### src/rtl/if_stage_pkg.sv
// Shared types and constants for the RV64I instruction-fetch stage.
// State encoding, bus widths and the default boot address live here.
package if_stage_pkg;

    localparam int REG_BUS  = 64;
    localparam int INST_BUS = 32;

    localparam logic [REG_BUS-1:0] RESET_PC_DEFAULT = 64'h0000_0000_8000_0000;

    typedef enum logic [1:0] {
        IF_BOOT = 2'd0,
        IF_REQ  = 2'd1,
        IF_WAIT = 2'd2,
        IF_HOLD = 2'd3
    } if_state_e;

    // Instruction addresses are always word aligned; low bits of a target are dropped.
    function automatic logic [REG_BUS-1:0] align_word(input logic [REG_BUS-1:0] addr);
        return addr & ~(REG_BUS'(3));
    endfunction

endpackage

### src/rtl/if_stage_if.sv
// Bundle of the fetch stage's memory, redirect and decode-side signals.
// The master modport is the fetch stage; the slave modport is its surroundings.
interface if_stage_if #(
    parameter int PC_W = if_stage_pkg::REG_BUS
) ();

    // instruction-memory request / response
    logic                              imem_req_valid;
    logic                              imem_req_ready;
    logic [PC_W-1:0]                   imem_req_addr;
    logic                              imem_resp_valid;
    logic [if_stage_pkg::INST_BUS-1:0] imem_resp_data;

    // execute-stage redirect
    logic                              redirect_valid;
    logic [PC_W-1:0]                   redirect_pc;

    // decode-side handoff
    logic                              id_valid;
    logic                              id_ready;
    logic [if_stage_pkg::INST_BUS-1:0] id_inst;
    logic [PC_W-1:0]                   id_inst_addr;
    logic [63:0]                       fetch_cnt;

    modport master (
        output imem_req_valid,
        input  imem_req_ready,
        output imem_req_addr,
        input  imem_resp_valid,
        input  imem_resp_data,
        input  redirect_valid,
        input  redirect_pc,
        output id_valid,
        input  id_ready,
        output id_inst,
        output id_inst_addr,
        output fetch_cnt
    );

    modport slave (
        input  imem_req_valid,
        output imem_req_ready,
        input  imem_req_addr,
        output imem_resp_valid,
        output imem_resp_data,
        output redirect_valid,
        output redirect_pc,
        input  id_valid,
        output id_ready,
        input  id_inst,
        input  id_inst_addr,
        input  fetch_cnt
    );

endinterface

### src/rtl/if_stage.sv
// Instruction-fetch stage: one outstanding 32-bit fetch, holds the word for decode,
// and squashes in-flight or held fetches when execute redirects the PC.
module if_stage
    import if_stage_pkg::*;
#(
    parameter int                      PC_W     = REG_BUS,
    parameter logic [REG_BUS-1:0]      RESET_PC = RESET_PC_DEFAULT
) (
    input  logic       clk,
    input  logic       rst,
    if_stage_if.master bus
);

    if_state_e             state_reg, state_next;
    logic [PC_W-1:0]       pc_reg, pc_next;
    logic                  drop_reg, drop_next;
    logic [INST_BUS-1:0]   inst_reg, inst_next;
    logic [PC_W-1:0]       inst_addr_reg, inst_addr_next;
    logic [63:0]           cnt_reg, cnt_next;

    logic                  req_valid;
    logic                  id_valid;
    logic [PC_W-1:0]       redirect_target;

    assign redirect_target = bus.redirect_pc & ~(PC_W'(3));

    always_ff @(posedge clk or negedge rst) begin
        if (!rst) begin
            state_reg     <= IF_BOOT;
            pc_reg        <= PC_W'(RESET_PC);
            drop_reg      <= 1'b0;
            inst_reg      <= '0;
            inst_addr_reg <= '0;
            cnt_reg       <= '0;
        end else begin
            state_reg     <= state_next;
            pc_reg        <= pc_next;
            drop_reg      <= drop_next;
            inst_reg      <= inst_next;
            inst_addr_reg <= inst_addr_next;
            cnt_reg       <= cnt_next;
        end
    end

    always_comb begin
        state_next     = state_reg;
        pc_next        = pc_reg;
        drop_next      = drop_reg;
        inst_next      = inst_reg;
        inst_addr_next = inst_addr_reg;
        cnt_next       = cnt_reg;
        req_valid      = 1'b0;
        id_valid       = 1'b0;

        case (state_reg)
            IF_BOOT: begin
                state_next = IF_REQ;
            end

            IF_REQ: begin
                req_valid = 1'b1;
                if (bus.imem_req_ready) begin
                    state_next = IF_WAIT;
                    // An accepted request whose address is already stale must be squashed on return.
                    drop_next  = bus.redirect_valid;
                end
            end

            IF_WAIT: begin
                if (bus.imem_resp_valid) begin
                    if (drop_reg || bus.redirect_valid) begin
                        drop_next  = 1'b0;
                        state_next = IF_REQ;
                    end else begin
                        inst_next      = bus.imem_resp_data;
                        inst_addr_next = pc_reg;
                        pc_next        = pc_reg + PC_W'(4);
                        state_next     = IF_HOLD;
                    end
                end else if (bus.redirect_valid) begin
                    drop_next = 1'b1;
                end
            end

            IF_HOLD: begin
                // A same-cycle redirect kills the held word before decode can take it.
                id_valid = ~bus.redirect_valid;
                if (bus.redirect_valid) begin
                    state_next = IF_REQ;
                end else if (bus.id_ready) begin
                    cnt_next   = cnt_reg + 64'd1;
                    state_next = IF_REQ;
                end
            end

            default: begin
                state_next = IF_BOOT;
            end
        endcase

        if (bus.redirect_valid) begin
            pc_next = redirect_target;
        end
    end

    assign bus.imem_req_valid = req_valid;
    assign bus.imem_req_addr  = req_valid ? pc_reg : '0;
    assign bus.id_valid       = id_valid;
    assign bus.id_inst        = inst_reg;
    assign bus.id_inst_addr   = inst_addr_reg;
    assign bus.fetch_cnt      = cnt_reg;

endmodule

### src/flat_wrapper.sv
// flat-port wrapper written by rule: the top's interface ports become plain ports
module if_stage_flat import if_stage_pkg::*;
#(
    parameter int                      PC_W     = REG_BUS,
    parameter logic [REG_BUS-1:0]      RESET_PC = RESET_PC_DEFAULT
)
  (clk, rst, bus_imem_req_valid, bus_imem_req_ready, bus_imem_req_addr, bus_imem_resp_valid, bus_imem_resp_data, bus_redirect_valid, bus_redirect_pc, bus_id_valid, bus_id_ready, bus_id_inst, bus_id_inst_addr, bus_fetch_cnt);
  if_stage_if #(.PC_W(PC_W)) bus_i ();
  input  logic clk;
  input  logic rst;
  output wire logic [$bits(bus_i.imem_req_valid)-1:0] bus_imem_req_valid;
  input wire logic [$bits(bus_i.imem_req_ready)-1:0] bus_imem_req_ready;
  output wire logic [$bits(bus_i.imem_req_addr)-1:0] bus_imem_req_addr;
  input wire logic [$bits(bus_i.imem_resp_valid)-1:0] bus_imem_resp_valid;
  input wire logic [$bits(bus_i.imem_resp_data)-1:0] bus_imem_resp_data;
  input wire logic [$bits(bus_i.redirect_valid)-1:0] bus_redirect_valid;
  input wire logic [$bits(bus_i.redirect_pc)-1:0] bus_redirect_pc;
  output wire logic [$bits(bus_i.id_valid)-1:0] bus_id_valid;
  input wire logic [$bits(bus_i.id_ready)-1:0] bus_id_ready;
  output wire logic [$bits(bus_i.id_inst)-1:0] bus_id_inst;
  output wire logic [$bits(bus_i.id_inst_addr)-1:0] bus_id_inst_addr;
  output wire logic [$bits(bus_i.fetch_cnt)-1:0] bus_fetch_cnt;
  assign bus_imem_req_valid = bus_i.imem_req_valid;
  assign bus_i.imem_req_ready = bus_imem_req_ready;
  assign bus_imem_req_addr = bus_i.imem_req_addr;
  assign bus_i.imem_resp_valid = bus_imem_resp_valid;
  assign bus_i.imem_resp_data = bus_imem_resp_data;
  assign bus_i.redirect_valid = bus_redirect_valid;
  assign bus_i.redirect_pc = bus_redirect_pc;
  assign bus_id_valid = bus_i.id_valid;
  assign bus_i.id_ready = bus_id_ready;
  assign bus_id_inst = bus_i.id_inst;
  assign bus_id_inst_addr = bus_i.id_inst_addr;
  assign bus_fetch_cnt = bus_i.fetch_cnt;
  if_stage #(.PC_W(PC_W), .RESET_PC(RESET_PC)) u_core (.clk(clk), .rst(rst), .bus(bus_i));
endmodule
### config.mk
export PLATFORM = sky130hd
export DESIGN_NAME = if_stage_flat
export DESIGN_NICKNAME = d
export VERILOG_FILES = /design/src/rtl/if_stage_pkg.sv /design/src/rtl/if_stage_if.sv /design/src/rtl/if_stage.sv /design/src/flat_wrapper.sv
export SDC_FILE = /design/constraint.sdc
export NUM_CORES = 1
export LEC_CHECK = 0
export CORE_ASPECT_RATIO = 0.75
export CORE_MARGIN = 8
export CORE_UTILIZATION = 52
export CTS_CLUSTER_DIAMETER = 150
export DETAILED_ROUTE_END_ITERATION = 8
export PLACE_DENSITY = 0.87
export SYNTH_ARGS = -nofsm -noshare
export SYNTH_HDL_FRONTEND = slang
export SYNTH_SLANG_ARGS = --single-unit
export TNS_END_PERCENT = 10
### constraint.sdc
create_clock -name clk -period 6.1 [get_ports clk]
set_input_delay 1.525 -clock clk [delete_from_list [all_inputs] [get_ports clk]]
set_output_delay 1.525 -clock clk [all_outputs]
set_load 0.01 [all_outputs]
# Yosys cells after proc, flatten, opt, wreduce, memory -nomap -nowiden
# Index checks and enable logic that the tools add are counted.
# classes
n_addsub	2
multipliers	0
n_div	0
magnitude_cmp	0
n_eq_ne	9
n_shift	0
muxes	18
n_bitwise	2
reduce_logical	10
# ops
op	count
two-way mux 64 bit	5
adder 64 x 1 -> 64 bit, second input constant	1
adder 64 x 3 -> 64 bit, second input constant	1
AND reduction 3 bit	4
two-way mux 2 bit	5
one-hot mux 2 bit (4 select lines)	1
two-way mux 1 bit	6
!= test 2 bit, second input constant	3
!= test 3 bit, second input constant	2
nonzero test 2 bit	3
== test 2 bit, second input constant	2
AND reduction 4 bit	1
!= test 3 x 2 -> 1 bit, second input constant	1
== test 2 x 1 -> 1 bit, second input constant	1
logical NOT 2 bit	1
NOT 1 bit	2
one-hot mux 1 bit (2 select lines)	1
logical OR 1 bit	1
# totals
regBits	227
latchBits	0
mem_bits_rw	0
rom_bits	0
inputBits	102
output_inout_bits	226
wordCells	47
memories	0

# Logic depth before layout (Yosys ltp)
# Gate-level depths: netlist (run 1).
# depth
word_depth	5
depth_mapped	10
depth_no_buf	7

# Least setup slack after synthesis (run 1)
# No wires, ideal clock.
# synth_path
kind	input-to-reg
startpoint	input bus_imem_resp_valid
endpoint	register u_core.pc_reg[59]
setup_ps	82
t_arrival_ps	3409
t_required_ps	6018
setup_slack_ps	2609
stages	7
n_path_buf	2
path_cell_list	nand3b_4 or4_4 buf_6 or3_1 buf_2 or4_1 a31oi_1
# synth_via
elab_chain_cells	2
# synth_rtl
element	line_no	source
from (decl)	flat_wrapper.sv:14	input wire logic [$bits(bus_i.imem_resp_valid)-1:0] bus_imem_resp_valid;
nonzero test 2 bit (no line)	n/a	
AND reduction 3 bit (no line)	n/a	
to (signal assigned)	if_stage.sv:30	pc_reg <= PC_W'(RESET_PC);
to (signal assigned)	if_stage.sv:37	pc_reg <= pc_next;
to (decl)	if_stage.sv:15	logic [PC_W-1:0] pc_reg, pc_next;
# Every way passes these cells.
# A chain may end at the register's enable or synchronous reset.

# Worst setup path in the final report (run 1)
# layout_path
startpoint	register u_core.state_reg[1]
endpoint	output bus_imem_req_addr[60]
# layout_via
elab_chain_cells	3
# layout_rtl
element	line_no	source
from (decl)	if_stage.sv:14	if_state_e state_reg, state_next;
from (signal assigned)	if_stage.sv:36	state_reg <= state_next;
== test 2 x 1 -> 1 bit	if_stage.sv:55	case (state_reg)
two-way mux 1 bit	if_stage.sv:55	
two-way mux 64 bit	if_stage.sv:107	assign bus.imem_req_addr = req_valid ? pc_reg : '0;
to (decl)	flat_wrapper.sv:13	output wire logic [$bits(bus_i.imem_req_addr)-1:0] bus_imem_req_addr;
# Every way passes these cells.

==> results of run 1 <==
==> metal layers <==
metal	wire length, um	track usage	vias up
met5	13	0	-
met4	1200	0.0957	2
met3	3420	0.0644	67
met2	15500	0.399	484
met1	14600	0.354	4638
li1	-	-	4329
==> final timing paths <==
| check | endpoint | slack (ns) | startpoint |
|---|---|---|---|
| worst min register to register | u_core.bus.fetch_cnt[63]$_DFFE_PN0P_ | 0.47 | u_core.bus.fetch_cnt[63]$_DFFE_PN0P_ |
| max in group asynchronous | u_core.bus.id_inst[19]$_DFFE_PN0P_ | 3.73 | rst |
| worst max-delay path | bus_imem_req_addr[60] | 1.73 | u_core.state_reg[1]$_DFFE_PN0P_ |
| worst min-delay path | u_core.bus.fetch_cnt[63]$_DFFE_PN0P_ | 0.47 | u_core.bus.fetch_cnt[63]$_DFFE_PN0P_ |
| worst max register to register | u_core.bus.fetch_cnt[56]$_DFFE_PN0P_ | 2.96 | u_core.bus.fetch_cnt[17]$_DFFE_PN0P_ |
| min in group asynchronous | u_core.bus.id_inst_addr[18]$_DFFE_PN0P_ | 1.09 | rst |
==> area by class of cell <==
class | count | area (um^2) | area share
clock buffer | 33 | 696 | 0.0458
inverter | 23 | 86.3 | 0.00569
sequential | 223 | 5580 | 0.368
timing repair buffer | 329 | 3290 | 0.217
tap | 288 | 360 | 0.0237
multi-input combinational | 747 | 5080 | 0.335
clock inverter | 10 | 83.8 | 0.00552
antenna | 3 | 7.51 | 0.000494
==> critical path, delay by kind of cell, from the launching register on <==
family | cells | cell delay (ns)
adder cells (fa/ha/maj) | 1 | 0.91
buffers and inverters | 2 | 0.66
flip-flops | 1 | 0.40
AND/OR/NAND/NOR | 1 | 0.28
==> cell usage after synthesis, types with 22 or more instances <==
cell,number,area [um^2]
nor3_1,26,130
o21ai_0,54,270
inv_1,22,82.6
nand2_1,97,364
mux2_2,95,1070
dfrtp_1,222,5560
xnor2_1,62,543
clkbuf_1,49,184
xor2_1,44,385
nor4_1,36,225
nor2_1,47,176
and2_1,69,432
nand3_1,52,260
nand4_1,56,350
==> cells by family (layout without fill, tap and decap cells) <==
logic type / after synthesis / in the layout / synth area share
AO/OA/AOI/OAI: 83 / 83 / 0.0446
XOR/XNOR: 106 / 106 / 0.0845
adder cells (fa/ha/maj): 6 / 6 / 0.00683
buffers and inverters: 84 / 395 / 0.0315
flip-flops: 223 / 223 / 0.508
multiplexers: 99 / 99 / 0.101
other: 1 / 7 / 0.000341
AND/OR/NAND/NOR: 449 / 449 / 0.223
==> power by group through the flow <==
| stage | combinational [mW] | clock (mW) | sequential, mW |
|---|---|---|---|
| after floorplan | 0.659 | 0 | 2.17 |
| after global placement | 1.88 | 0 | 2.06 |
| after detailed placement | 1.93 | 0 | 2.09 |
| after CTS | 1.94 | 1.47 | 2.07 |
| after global routing | 2.04 | 1.52 | 2.12 |
| final | 1.91 | 1.43 | 2.07 |
==> through the flow <==
step	instance area [um^2]	worst slack, ns
detailed placement	14400	1.88
global placement	14400	1.90
finish	15200	1.73
global route	15200	1.57
floorplan	11000	2.61
CTS	15200	1.67
==> flow_summary.toml, run 1 <==
[run_status]
status = "finished clean"

[floorplan]
die_w_um = 184
io_pins = 328
start_util = 0.524
num_rows = 46
dieArea_um2 = 26100
die_y_um = 142
coreArea_um2 = 21000

[clock_tree]
clk_latency_ns = 0.52
cts_buffers = 24
cts_buffer_depth = 3
cts_tree = "built"
cts_root_buf = "clkbuf_16"
path_clk_slew_ns = 0.06
htreeDepth = 1
post_cts_buffers = 0
clock-sinks = 223
post_cts_resized = 0
hold_buffers = 0

[power]
total_power_mw = 5.42
swShare = 0.300
clock_power_share = 0.265
powerDensity_nw_per_um2 = 357
seq_power_share = 0.383
p_int_mw = 3.79
p_sw_mw = 1.63
p_leak_nw = 6.26
peakVddDrop_mv = 0.300
comb_power_share = 0.352

[synthesis]
netlist_area_um2 = 11000
syn_avg_cell_area_um2 = 10.5
ys_warn_count = 0
synth.distinct_cells = 52
seq_area_frac_synth = 0.508
synth-edff-count = 0
async_flop_share = 1.00
syn_inst = 1051
ys_ff_latch = 223
synthFlopType = "dfrtp_1"

[setup_path]
cp_data_required_time_ns = 4.58
path_cells = "inv_1 -> ha_2 -> and2_1 -> clkdlybuf4s50_1"
r2r_cells = 5
cp_max_fo = 67
arrival_ns = 2.84
worst_path_max_delay_cell = "ha_2"
crit_type = "flop to primary output"
worst_setup_path_end_kind = "primary output"
slowest_delay_ns = 0.91
start_kind = "flop"

[route]
wl_um = 34700
ant_nets = 0
vias = 9520
drc = 0
dr.pass1.iters = 5
wl_per_cell_um = 21.0
avgViaCountPerCell = 5.75
drt_iter0_markers = 933

[layout]
syn_to_final_growth_pct = 38.2
fillers = 1520
finish.utilization = 0.725
largest_reg_flops = 64
fin_cells = 1656
nets = 1456
final_cell_mix = "clkdlybuf4s50_1 (319), dfrtp_1 (222), nand2_1 (97)"
drive_gt1_frac = 0.116
final_common_cell = "clkdlybuf4s50_1"

[timing]
whs_ns = 0.472
drv_slew = 0
rsz0062_at_grt = "no"
hold_violations = 0
worst_slew_pin_slew_ns = 1.14
period_minus_slack_ns = 4.37
tns_ns = 0
clock_skew_ns = 0.0242
finalCritPeriodShare = 0.716
max-slew-margin-rel = 0.229
max_freq_mhz = 229
setup_viol = 0

[worst_hold_path]
hold_class = "flop to flop"
min_path_cells = 1

[global_route]
grt-ovfl-total = 0
grt_pass1_wl_um = 54000
grt_usage = 0.260
grt_max_degree = 123
antenna_found_initial = 3
grt_pass1_vias = 9569

[placement]
dp_cells = 1610
port_buffers = 321
hpwl_um = 25600
place_congestion = 0.962

[flow_run]
cap_violations = 0
(Power assumes the default switching activity.)
==> run 2: changes to the inputs <==
- CORE_UTILIZATION: 52 -> 43
- PLACE_DENSITY: 0.87 -> 0.77
- clock period: 6.1 -> 3.6 ns (I/O delays scaled with it)
==> run 2 against run 1 <==
Combinational power rose by 72%; sequential share of layout area fell by 0.56 points; critical endpoint is now bus_imem_req_addr[5]; die area rose by 19%; design area rose by 1.5%.
==> flow_summary.toml, run 2 (same netlist as run 1, synthesis figures left out) <==
[floorplan]
start_util = 0.439
die_w_um = 201
coreArea_um2 = 25000
dieArea_um2 = 31000
num_rows = 50
die_y_um = 154
io_pins = 328

[setup_path]
crit_type = "flop to primary output"
r2r-end = "u_core.pc_reg[59]$_DFFE_PN0P_"
worst_setup_path_end_kind = "primary output"
r2r-start = "u_core.state_reg[0]$_DFFE_PN0P_"
arrival_ns = 2.38
cp_data_required_time_ns = 2.70
start_kind = "flop"
r2r_cells = 7
cp_max_fo = 44
r2r_slack_ns = 0.78

[timing]
timing.final.ws_setup_ns = 0.316
period_minus_slack_ns = 3.28
drv_slew = 0
clock_skew_ns = 0.00836
setup_viol = 0
hold_violations = 0
tns_ns = 0
worst_slew_pin_slew_ns = 0.748
max_freq_mhz = 305
max-slew-margin-rel = 0.497
finalCritPeriodShare = 0.912
whs_ns = 0.353
rsz0062_at_grt = "no"

[route]
drc = 0
vias = 9472
wl_um = 35700
ant_nets = 0
drt_iter0_markers = 646
wl_per_cell_um = 20.7
avgViaCountPerCell = 5.49
dr.pass1.iters = 5

[power]
powerDensity_nw_per_um2 = 595
seq_power_share = 0.383
swShare = 0.302
p_leak_nw = 6.37
comb_power_share = 0.359
p_int_mw = 6.40
clock_power_share = 0.258
p_sw_mw = 2.77
peakVddDrop_mv = 0.406

[global_route]
grt_usage = 0.224
grt_pass1_vias = 9586
grt_pass1_wl_um = 56700
grt_max_degree = 83
grt-ovfl-total = 0
antenna_found_initial = 5

[clock_tree]
clock-sinks = 223
hold_buffers = 0
path_clk_slew_ns = 0.06
htreeDepth = 1
cts_buffer_depth = 3
cts_buffers = 24
clk_latency_ns = 0.52
cts_root_buf = "clkbuf_16"
cts_tree = "built"

[placement]
port_buffers = 321
placed_area_um2 = 14700
dp_cells = 1679
pre_cts_ws_ns = 0.164
hpwl_um = 26500
place_congestion = 0.890

[layout]
largest_reg_flops = 64
drive_gt1_frac = 0.126
nets = 1475
final_cell_mix = "clkdlybuf4s50_1 (319), dfrtp_1 (222), nand2_1 (97)"
syn_to_final_growth_pct = 40.3
fin_cells = 1726
final_cell_area_um2 = 15400
final_common_cell = "clkdlybuf4s50_1"

[flow_run]
cap_violations = 0

[worst_hold_path]
hold_class = "input port to asynchronous set/reset pin"

[run_status]
status = "finished clean"
## run 2: changes by cell type in the layout (fill, tap and decap cells not counted), moves of 2 or more
cell	change
buf_12	+4
buf_4	+15
clkinvlp_4	-2
clkbuf_1	+3
## run 2: layout make-up
type	instances	area [um^2]
fillers	2046	9610
flip-flops and latches	223	5580
well taps	338	423
diodes	4	10.0
clock buffers	36	707
repair buffers	348	3480
clock inverters	7	38.8
inverters	23	86.3
multi-input cells	747	5090
## run 2: critical path: stages, from the launching register on
cell and delay (ns):
dfrtp_1 0.39, inv_1 0.14, ha_4 0.33, buf_12 0.24, and2_1 0.15, clkdlybuf4s50_1 0.60
## run 2: what timing repair did
| item | CTS | global route |
|---|---|---|
| buffers inserted | 0 | 0 |
| endpoints found under the setup margin | 0 | 2 |
| gates resized for setup | 0 | 1 |
## run 2: per-layer routing
metal / global-route usage / vias up / share of wire
met5: 0 / - / 0.00036
met4: 0.0668 / 2 / 0.027
met3: 0.0607 / 49 / 0.083
met2: 0.341 / 382 / 0.44
met1: 0.308 / 4689 / 0.45
li1: - / 4350 / -
## run 2: worst max-delay path by stage
stage	from	endpoint	slack [ns]	cells past startpoint
after global routing	u_core.state_reg[1]$_DFFE_PN0P_	bus_imem_req_addr[5]	0.19	5
after CTS	u_core.state_reg[1]$_DFFE_PN0P_	bus_imem_req_addr[5]	0.11	5
after floorplan	bus_imem_resp_valid	u_core.pc_reg[59]$_DFFE_PN0P_	0.73	7
after detailed placement	bus_imem_resp_valid	u_core.pc_reg[59]$_DFFE_PN0P_	0.16	6
after global placement	bus_imem_resp_valid	u_core.pc_reg[59]$_DFFE_PN0P_	0.20	6
final	u_core.state_reg[1]$_DFFE_PN0P_	bus_imem_req_addr[5]	0.32	5
## run 2: through the flow
step | power [mW] | utilization
2_1_floorplan | 4.80 | -
3_3_place_gp | 6.78 | 0.585
3_5_place_dp | 6.87 | 0.585
4_1_cts | 9.27 | 0.615
5_1_grt | 9.66 | 0.616
6_report | 9.17 | 0.616
## run 2: power groups by stage
stage               logic, mW  registers (mW)  clock network [mW]
global route             3.52            3.60                2.53
CTS                      3.34            3.51                2.42
detailed placement       3.32            3.55                   0
floorplan                1.12            3.68                   0
finish                   3.29            3.51                2.37
global placement         3.28            3.50                   0
==> run 3: changes to the inputs <==
- ABC_CLOCK_PERIOD_IN_PS: unset -> 3600
- CTS_CLUSTER_SIZE: unset -> 24
- SETUP_SLACK_MARGIN: unset -> 0.5
==> run 3 against run 2 <==
Sequential power barely moved; design area fell by 2.2%; wire length fell by 0.67%; clock power fell by 35%; highest routed layer unchanged; critical endpoint is now bus_imem_req_addr[12]; clock-buffer cell count fell by 20; combinational power rose by 2%; total power fell by 8.3%; via count fell by 0.86%.
==> flow_summary.toml, run 3 (same netlist as run 1, synthesis figures left out) <==
[run_status]
status = "finished clean"

[global_route]
grt_usage = 0.221
antenna_found_initial = 6
grt_max_degree = 83
grt_pass1_vias = 9475
grt-ovfl-total = 0
grt_pass1_wl_um = 56000

[floorplan]
die_w_um = 201
die_y_um = 154
coreArea_um2 = 25000
num_rows = 50
start_util = 0.439
io_pins = 328
dieArea_um2 = 31000

[route]
dr.pass1.iters = 7
vias = 9391
wl_um = 35500
avgViaCountPerCell = 5.51
wl_per_cell_um = 20.8
ant_nets = 0
drt_iter0_markers = 645
drc = 0

[worst_hold_path]
hold_class = "input port to asynchronous set/reset pin"

[setup_path]
crit_type = "flop to primary output"
cp_data_required_time_ns = 2.70
cp_max_fo = 11
worst_setup_path_end_kind = "primary output"
arrival_ns = 2.15
start_kind = "flop"

[timing]
finalCritPeriodShare = 0.848
rsz0062_at_grt = "yes"
clock_skew_ns = 0.0305
timing.final.ws_setup_ns = 0.547
max_freq_mhz = 328
hold_violations = 0
worst_slew_pin_slew_ns = 0.711
drv_slew = 0
max-slew-margin-rel = 0.522
setup_viol = 0
period_minus_slack_ns = 3.05
tns_ns = 0

[clock_tree]
cts_tree = "built"
clock-sinks = 223
hold_buffers = 0
cts_buffer_depth = 3
path_clk_slew_ns = 0.10
htreeDepth = 1
cts_root_buf = "clkbuf_16"
cts_buffers = 13
clk_latency_ns = 0.49

[power]
peakVddDrop_mv = 0.418
total_power_mw = 8.41
powerDensity_nw_per_um2 = 558
p_leak_nw = 6.20

[layout]
final_common_cell = "clkdlybuf4s50_1"
final_cell_mix = "clkdlybuf4s50_1 (318), dfrtp_1 (222), nand2_1 (97)"
largest_reg_flops = 64
syn_to_final_growth_pct = 37.2
final_cell_area_um2 = 15100
nets = 1467
finish.utilization = 0.602
drive_gt1_frac = 0.115

[flow_run]
cap_violations = 0

[placement]
place_congestion = 0.890
placed_area_um2 = 14700
port_buffers = 321
hpwl_um = 26500
pre_cts_ws_ns = 0.164
-- run 3: changes by cell type in the layout (fill, tap and decap cells not counted), sizes merged --
cell           before  now
clkdlybuf4s50     319  318
clkinv              7    0
diode               4    5
clkbuf             36   17
dlymetal6s2s        0    1
inv                23   24
buf                29   31
-- run 3: timing repair --
| action | 4_1_cts | 5_1_grt |
|---|---|---|
| setup buffers | 2 | 0 |
| resized for setup | 1 | 2 |
| pin swaps | 0 | 0 |
| hold endpoints to repair | 0 | 0 |
| cloned | 0 | 1 |
| endpoints found under the setup margin | 62 | 57 |
-- run 3: worst max-delay path, stage by stage, from the launching register on --
cell,delay [ns]
dfrtp_1,0.42
inv_2,0.10
ha_4,0.20
buf_4,0.21
and2_1,0.18
clkdlybuf4s50_1,0.55
-- run 3: through the flow --
step                      instances  hold WS [ns]
after floorplan                1054         0.504
after global placement         1679         0.458
after detailed placement       1679         0.471
after CTS                      1698         0.415
after global routing           1704         0.439
final                          1704         0.404
-- run 3: routing by layer --
layer	track usage	share of wire
met1	0.307	0.45
met2	0.335	0.44
met5	0	0.00037
met3	0.0572	0.081
met4	0.0668	0.026
-- run 3: cell type report --
class	count	area [um^2]
Sequential cell	223	5580
Fill cell	2090	9950
Clock buffer	16	337
Timing Repair Buffer	351	3520
Inverter	23	86.3
Tap cell	338	423
Antenna cell	5	12.5
Multi-Input combinational cell	747	5090
Clock inverter	1	20.0
-- run 3: path summary, 6_finish.rpt --
check | from | to | slack, ns | cells after the start
min in group clk | u_core.bus.fetch_cnt[63]$_DFFE_PN0P_ | u_core.bus.fetch_cnt[63]$_DFFE_PN0P_ | 0.48 | 1
worst min-delay path | rst | u_core.bus.id_inst[7]$_DFFE_PN0P_ | 0.40 | 1
max in group asynchronous | rst | u_core.pc_reg[31]$_DFFE_PN1P_ | 2.42 | 2
worst max register to register | u_core.state_reg[0]$_DFFE_PN0P_ | u_core.pc_reg[59]$_DFFE_PN0P_ | 0.75 | 7
worst max-delay path | u_core.state_reg[1]$_DFFE_PN0P_ | bus_imem_req_addr[12] | 0.55 | 5
worst min register to register | u_core.bus.fetch_cnt[63]$_DFFE_PN0P_ | u_core.bus.fetch_cnt[63]$_DFFE_PN0P_ | 0.48 | 1
-- run 3: report_power, final --
part | switching [mW] | leakage [nW] | total, mW | internal, mW
registers | 0.426 | 2.81 | 3.50 | 3.08
clock network | 0.852 | 0.174 | 1.53 | 0.680
logic | 1.37 | 3.22 | 3.37 | 2.00
